==> src/rtl/mips_trace_buffer_if.sv <==
`default_nettype none
// ============================================================================
// Interface : mips_trace_buffer_if
// Purpose   : Retire-capture and drain signals of the MIPS trace buffer.
//             master = the side feeding retire records and reading entries
//             (core glue / debug host); slave = the trace buffer itself.
// Signals   : cap_valid, cap_pc, cap_instr, cap_wen, cap_wreg, cap_wdata
//             (capture side); rd_ready, rd_valid, rd_pc, rd_instr, rd_wen,
//             rd_wreg, rd_wdata (drain side).
// Revision  : 1.0 - initial release
// ============================================================================
interface mips_trace_buffer_if #(
   parameter int XLEN = 32
);
   logic            cap_valid;
   logic [XLEN-1:0] cap_pc;
   logic [XLEN-1:0] cap_instr;
   logic            cap_wen;
   logic [4:0]      cap_wreg;
   logic [XLEN-1:0] cap_wdata;

   logic            rd_ready;
   logic            rd_valid;
   logic [XLEN-1:0] rd_pc;
   logic [XLEN-1:0] rd_instr;
   logic            rd_wen;
   logic [4:0]      rd_wreg;
   logic [XLEN-1:0] rd_wdata;

   modport master (
      output cap_valid, cap_pc, cap_instr, cap_wen, cap_wreg, cap_wdata,
      output rd_ready,
      input  rd_valid, rd_pc, rd_instr, rd_wen, rd_wreg, rd_wdata
   );

   modport slave (
      input  cap_valid, cap_pc, cap_instr, cap_wen, cap_wreg, cap_wdata,
      input  rd_ready,
      output rd_valid, rd_pc, rd_instr, rd_wen, rd_wreg, rd_wdata
   );
endinterface
`default_nettype wire

==> src/rtl/mips_trace_buffer.sv <==
`default_nettype none
// ============================================================================
// Module    : mips_trace_buffer
// Purpose   : Retire-trace capture for the single-cycle MIPS core. One entry
//             (PC, instruction, GPR writeback) per retired instruction is
//             stored in a 2**AW-entry ring buffer and drained through a
//             first-word-fall-through valid/ready port.
// Ports     : clk      - rising-edge clock
//             reset    - asynchronous, active-low reset
//             trc      - mips_trace_buffer_if.slave (capture + drain signals)
//             mode     - 0 = stop when full, 1 = wrap (overwrite oldest)
//             arm      - 1-cycle pulse: clear buffer, start a session
//             trig_pc  - trigger PC (only meaningful with TRACE_TRIGGER_EN)
//             count    - entries held, 0..DEPTH
//             overflow - sticky: a record was dropped or overwritten
//             state    - FSM code IDLE=00 WAIT_TRIG=01 CAPTURE=10 DONE=11
// Config    : `define TRACE_TRIGGER_EN -> arm waits in WAIT_TRIG until a
//             retire with cap_pc == trig_pc; otherwise arm starts capture.
// Revision  : 1.0 - initial release
// ============================================================================
module mips_trace_buffer #(
   parameter int AW   = 4,
   parameter int XLEN = 32
) (
   input  wire logic            clk,
   input  wire logic            reset,
   mips_trace_buffer_if.slave   trc,
   input  wire logic            mode,
   input  wire logic            arm,
   input  wire logic [XLEN-1:0] trig_pc,
   output logic      [AW:0]     count,
   output logic                 overflow,
   output logic      [1:0]      state
);
   localparam int          c_DEPTH_INT = 2**AW;
   localparam logic [AW:0] c_DEPTH     = (AW+1)'(c_DEPTH_INT);
   localparam logic [AW:0] c_ONE       = (AW+1)'(1);

   localparam logic [1:0] c_IDLE      = 2'b00;
   localparam logic [1:0] c_WAIT_TRIG = 2'b01;
   localparam logic [1:0] c_CAPTURE   = 2'b10;
   localparam logic [1:0] c_DONE      = 2'b11;

`ifdef TRACE_TRIGGER_EN
   localparam logic [1:0] c_ARM_STATE = c_WAIT_TRIG;
`else
   localparam logic [1:0] c_ARM_STATE = c_CAPTURE;
`endif

   logic [AW-1:0] r_wr_ptr;
   logic [AW-1:0] r_rd_ptr;
   logic [AW:0]   r_count;
   logic          r_overflow;
   logic [1:0]    r_state;

   logic [XLEN-1:0] r_mem_pc    [c_DEPTH_INT];
   logic [XLEN-1:0] r_mem_instr [c_DEPTH_INT];
   logic [XLEN-1:0] r_mem_wdata [c_DEPTH_INT];
   logic            r_mem_wen   [c_DEPTH_INT];
   logic [4:0]      r_mem_wreg  [c_DEPTH_INT];

   logic          w_pop;
   logic          w_full;
   logic          w_trig_hit;
   logic          w_accept;
   logic          w_write;
   logic          w_overwrite;
   logic          w_drop;
   logic [AW:0]   w_count_nxt;

   // Pops are legal in every state, including IDLE and DONE.
   assign w_pop  = (r_count != '0) && trc.rd_ready;
   assign w_full = (r_count == c_DEPTH);

   // WAIT_TRIG is unreachable without TRACE_TRIGGER_EN, so this term is
   // constant-false there and trig_pc has no effect.
   assign w_trig_hit = (r_state == c_WAIT_TRIG) && (trc.cap_pc == trig_pc);

   // arm wins over a simultaneous retire: the record vanishes silently.
   assign w_accept = !arm && trc.cap_valid &&
                     ((r_state == c_CAPTURE) || w_trig_hit);

   // A full buffer still takes the record when a pop frees the slot in the
   // same cycle, or in wrap mode where the oldest entry is sacrificed.
   assign w_write     = w_accept && (!w_full || w_pop || mode);
   assign w_overwrite = w_accept && w_full && !w_pop && mode;
   assign w_drop      = (w_accept && w_full && !w_pop && !mode) ||
                        (!arm && trc.cap_valid && (r_state == c_DONE));

   always_comb begin
      w_count_nxt = r_count;
      if (w_write && !w_pop && !w_overwrite)
         w_count_nxt = r_count + c_ONE;
      else if (!w_write && w_pop)
         w_count_nxt = r_count - c_ONE;
   end

   always_ff @(posedge clk or negedge reset) begin
      if (!reset) begin
         r_wr_ptr   <= '0;
         r_rd_ptr   <= '0;
         r_count    <= '0;
         r_overflow <= 1'b0;
         r_state    <= c_IDLE;
      end else if (arm) begin
         r_wr_ptr   <= '0;
         r_rd_ptr   <= '0;
         r_count    <= '0;
         r_overflow <= 1'b0;
         r_state    <= c_ARM_STATE;
      end else begin
         if (w_write)
            r_wr_ptr <= r_wr_ptr + 1'b1;
         if (w_pop || w_overwrite)
            r_rd_ptr <= r_rd_ptr + 1'b1;
         r_count <= w_count_nxt;
         if (w_overwrite || w_drop)
            r_overflow <= 1'b1;
         // Stop mode ends the session as soon as the buffer is full; the
         // mode in force at the push decides.
         if (w_accept)
            r_state <= (!mode && (w_count_nxt == c_DEPTH)) ? c_DONE : c_CAPTURE;
      end
   end

   // Storage carries no reset; outputs are masked while the buffer is empty.
   always_ff @(posedge clk) begin
      if (w_write) begin
         r_mem_pc[r_wr_ptr]    <= trc.cap_pc;
         r_mem_instr[r_wr_ptr] <= trc.cap_instr;
         r_mem_wdata[r_wr_ptr] <= trc.cap_wdata;
         r_mem_wen[r_wr_ptr]   <= trc.cap_wen;
         r_mem_wreg[r_wr_ptr]  <= trc.cap_wreg;
      end
   end

   assign trc.rd_valid = (r_count != '0);
   assign trc.rd_pc    = trc.rd_valid ? r_mem_pc[r_rd_ptr]    : '0;
   assign trc.rd_instr = trc.rd_valid ? r_mem_instr[r_rd_ptr] : '0;
   assign trc.rd_wdata = trc.rd_valid ? r_mem_wdata[r_rd_ptr] : '0;
   assign trc.rd_wen   = trc.rd_valid ? r_mem_wen[r_rd_ptr]   : 1'b0;
   assign trc.rd_wreg  = trc.rd_valid ? r_mem_wreg[r_rd_ptr]  : 5'd0;

   assign count    = r_count;
   assign overflow = r_overflow;
   assign state    = r_state;
endmodule
`default_nettype wire
==> src/flat_wrapper.sv <==
// flat-port wrapper written by rule: the top's interface ports become plain ports
module mips_trace_buffer_flat 
#(
   parameter int AW   = 4,
   parameter int XLEN = 32
)
  (clk, reset, mode, arm, trig_pc, count, overflow, state, trc_cap_valid, trc_cap_pc, trc_cap_instr, trc_cap_wen, trc_cap_wreg, trc_cap_wdata, trc_rd_ready, trc_rd_valid, trc_rd_pc, trc_rd_instr, trc_rd_wen, trc_rd_wreg, trc_rd_wdata);
  mips_trace_buffer_if #(.XLEN(XLEN)) trc_i ();
  input  wire logic clk;
  input  wire logic reset;
  input  wire logic mode;
  input  wire logic arm;
  input  wire logic [XLEN-1:0] trig_pc;
  output logic      [AW:0] count;
  output logic overflow;
  output logic      [1:0] state;
  input wire logic [$bits(trc_i.cap_valid)-1:0] trc_cap_valid;
  input wire logic [$bits(trc_i.cap_pc)-1:0] trc_cap_pc;
  input wire logic [$bits(trc_i.cap_instr)-1:0] trc_cap_instr;
  input wire logic [$bits(trc_i.cap_wen)-1:0] trc_cap_wen;
  input wire logic [$bits(trc_i.cap_wreg)-1:0] trc_cap_wreg;
  input wire logic [$bits(trc_i.cap_wdata)-1:0] trc_cap_wdata;
  input wire logic [$bits(trc_i.rd_ready)-1:0] trc_rd_ready;
  output wire logic [$bits(trc_i.rd_valid)-1:0] trc_rd_valid;
  output wire logic [$bits(trc_i.rd_pc)-1:0] trc_rd_pc;
  output wire logic [$bits(trc_i.rd_instr)-1:0] trc_rd_instr;
  output wire logic [$bits(trc_i.rd_wen)-1:0] trc_rd_wen;
  output wire logic [$bits(trc_i.rd_wreg)-1:0] trc_rd_wreg;
  output wire logic [$bits(trc_i.rd_wdata)-1:0] trc_rd_wdata;
  assign trc_i.cap_valid = trc_cap_valid;
  assign trc_i.cap_pc = trc_cap_pc;
  assign trc_i.cap_instr = trc_cap_instr;
  assign trc_i.cap_wen = trc_cap_wen;
  assign trc_i.cap_wreg = trc_cap_wreg;
  assign trc_i.cap_wdata = trc_cap_wdata;
  assign trc_i.rd_ready = trc_rd_ready;
  assign trc_rd_valid = trc_i.rd_valid;
  assign trc_rd_pc = trc_i.rd_pc;
  assign trc_rd_instr = trc_i.rd_instr;
  assign trc_rd_wen = trc_i.rd_wen;
  assign trc_rd_wreg = trc_i.rd_wreg;
  assign trc_rd_wdata = trc_i.rd_wdata;
  mips_trace_buffer #(.AW(AW), .XLEN(XLEN)) u_core (.clk(clk), .reset(reset), .trc(trc_i), .mode(mode), .arm(arm), .trig_pc(trig_pc), .count(count), .overflow(overflow), .state(state));
endmodule
==> config.mk <==
export PLATFORM = sky130hd
export DESIGN_NAME = mips_trace_buffer_flat
export DESIGN_NICKNAME = d
export VERILOG_FILES = /design/src/rtl/mips_trace_buffer_if.sv /design/src/rtl/mips_trace_buffer.sv /design/src/flat_wrapper.sv
export SDC_FILE = /design/constraint.sdc
export NUM_CORES = 1
export LEC_CHECK = 0
export BUFFER_PORTS_ARGS = -buffer_cell sky130_fd_sc_hd__buf_4
export CAP_MARGIN = 40
export CELL_PAD_IN_SITES_DETAIL_PLACEMENT = 1
export CELL_PAD_IN_SITES_GLOBAL_PLACEMENT = 1
export CORE_UTILIZATION = 36
export DETAILED_ROUTE_END_ITERATION = 6
export PLACE_DENSITY = 0.58
export SLEW_MARGIN = 20
export SYNTH_ARGS = -nofsm -noshare
export SYNTH_HDL_FRONTEND = slang
export SYNTH_SLANG_ARGS = --single-unit
==> constraint.sdc <==
create_clock -name clk -period 9 [get_ports clk]
set_input_delay 2.7 -clock clk [delete_from_list [all_inputs] [get_ports clk]]
set_output_delay 2.7 -clock clk [all_outputs]
set_load 0.01 [all_outputs]
==> metrics.txt <==
via-per-instance ratio 5.23; layout cells sized above 1 0.353; # port buffers 250; htree depth 4; ys flop type edfxtp_1; GRT Total Usage 0.177; num rows 153; Slew @ Worst Pin 1.19 ns; Finished Layout Cells 5,371; Via Count 28,100; Adder-Cell Fraction of Synth Area 0.00158; mux cell area share after synthesis 0.182; number of setup buffers added after CTS 0; CP Class flop to primary output; clk buf depth 3; Core Box Area 174,000 µm²; Placed Cells incl. Taps 5,060; Post-Synth Simple-Gate Area 0.0161; Compound-Gate Fraction of Synth Area 0.00372; HP Class flop to flop; max-cap viol count 0; fmax 146 MHz; final WL 156 mm; largest net degree at the start of global routing 151; most common cell in the netlist edfxtp_1; clock root cell clkbuf_16; per-instance average area after synthesis 24.7 µm²; Post-CTS Resized 0; final max-slew violation count 0; Hold Buf Count CTS 0; area grow syn2layout 16.8%; CP required approximately 6.3 ns; first-pass GRT wire length 226 mm; endpoints failing setup 0; Setup Skew roughly 0.025 ns; synthesized cell area 63,200 µm²; Die Ht 421 µm; Max Fanout on Critical Path a little under 90; Unique masters post-synth 45; Sink Count 1,648; first-pass detailed-route iteration total 5; RSZ-0062 raised after global routing no; final setup TNS 0 ns; initial core utilization 0.363; CP Launch Type flop; Placed Area between 60,000 and 70,000 µm²; GPL Wtd Cong a little over 0.7; asr flop ratio synth 0.00971; Synth Area in XOR/XNOR 0.00568; Die X 421 µm; # fillers 16,000; TritonCTS clock tree built; total congestion overflow 0; clk slew on worst S/H paths 0.06 ns; register area share after synthesis 0.782; status finished, final reports clean; #FFs+latches synth 1,648; top cells by area, synth edfxtp_1 (78%), mux4_2 (18%), and2_1 (1.0%); crit path DAT 4.16 ns; power per cell area between 200 and 300 nW/µm²; post-route cell area ~74,000 µm²; die area 177,000 µm²; Routed Antenna Nets 0; Leak 22.5 nW; CTS Buf Count between 150 and 200; worst rel slew slack 0.205; final hold slack roughly 0.53 ns; num ports 251; Clock Latency Late Sink 0.79 ns; Synth top cells by count edfxtp_1 (1,632), mux4_2 (510), and2_1 (102); initial antenna violation count 18; vias in the first global route roughly 31,000; Fin. Hold Viols 0; cell taking the most area after synthesis edfxtp_1; Starting DRT DRC Count 2,448; Tmin final 6.86 ns; Layout Nets 3,057; Gate Count Post-Synth 2,559; main combinational cell family by area after synthesis multiplexers; Post-synth EDFFs 1,632; nature of the critical path endpoint primary output; per-cell routed wire length a little under 30 µm; DP HPWL 84.2 mm; DR DRC count 0; Max IR drop VDD 0.282 mV; Synth warnings 0; Synthesized Nets 2,707; area share of the leading cell type in the synthesized netlist 0.775; Tcrit/Tclk final 0.762
-- metal layers --
layer | global-route usage | vias up | part of all wire
li1 | - | 11700 | -
met2 | 0.302 | 658 | 0.52
met3 | 0.0304 | 187 | 0.041
met1 | 0.235 | 15500 | 0.42
met4 | 0.0471 | 6 | 0.021
met5 | 0 | - | 0.00026
-- registers in the layout (all words and copies together) (netlist names) --
name / count
u_core.r_mem_instr: 512
u_core.r_mem_pc: 512
u_core.r_mem_wdata: 512
u_core.r_mem_wreg: 80
u_core.r_mem_wen: 16
u_core.count: 5
u_core.r_rd_ptr: 4
u_core.r_wr_ptr: 4
u_core.state: 2
u_core.overflow: 1
-- cell families (layout without fill, tap and decap cells) --
kind of cell | Yosys count | in the layout
DFF | 1648 | 1648
muxes | 512 | 512
and+or+nand+nor | 179 | 179
buffers and inverters | 141 | 621
xor gates and xnor gates | 41 | 41
AOI/OAI and AO/OA | 30 | 30
adders and majority gates | 8 | 8
other | 0 | 7
-- cells in the final DEF, fill, tap and decap left out, drive strengths merged, types with 5 or more instances in the layout --
cell type,count
buf,312
ha,8
and2,102
clkbuf,217
xnor2,28
clkinv,66
dfrtp,16
nand3,5
diode,7
a21oi,10
xor2,13
nand2,14
mux4,510
inv,13
bufinv,9
nor3,6
nor2,30
edfxtp,1632
nand4,7
-- area by class of cell --
| cell class | count | area (µm²) | share of cell area |
|---|---|---|---|
| sequential | 1648 | 49400 | 0.669 |
| multi-input combinational | 770 | 13400 | 0.181 |
| clock buffer | 217 | 4550 | 0.0616 |
| tap | 2325 | 2910 | 0.0394 |
| timing repair buffer | 312 | 2890 | 0.0391 |
| clock inverter | 84 | 673 | 0.00912 |
| inverter | 8 | 30.0 | 0.000407 |
| antenna | 7 | 17.5 | 0.000237 |
-- final timing paths --
kind                                                     start                              endpoint  slack, ns  depth (start not counted)
worst max-delay path            u_core.r_rd_ptr[0]$_DFFE_PN0P_                      trc_rd_wdata[11]       2.14                          6
worst min-delay path               u_core.overflow$_DFFE_PN0P_           u_core.overflow$_DFFE_PN0P_       0.53                          2
worst max register to register     u_core.state[1]$_DFFE_PN0P_  u_core.r_mem_instr[15][17]$_DFFE_PP_       4.72                          9
worst min register to register     u_core.overflow$_DFFE_PN0P_           u_core.overflow$_DFFE_PN0P_       0.53                          2
max in group asynchronous                                reset        u_core.r_rd_ptr[3]$_DFFE_PN0P_       6.99                          1
min in group asynchronous                                reset           u_core.overflow$_DFFE_PN0P_       1.77                          1
-- stage by stage --
stage          setup slack [ns]   util  power [W]
3_5_place_dp               1.81  0.393     0.0127
5_1_grt                    1.86  0.424     0.0198
4_1_cts                    2.02  0.423     0.0194
3_3_place_gp               1.63  0.393     0.0126
6_report                   2.14  0.424     0.0191
2_1_floorplan             0.147      -     0.0110
-- power by group --
group	switching [W]	internal (W)
Sequential	0.0000672	0.00850
Clock	0.00284	0.00381
Combinational	0.00199	0.00187
Total	0.00490	0.0142
-- critical path, stage by stage (launching register included) --
cell and delay (ns):
dfrtp_4 0.84, buf_12 0.32, buf_16 0.57, mux4_2 0.60, mux4_2 0.48, and2_1 0.26
buf_4 0.18
No activity file was read; power rests on OpenSTA's default activity.
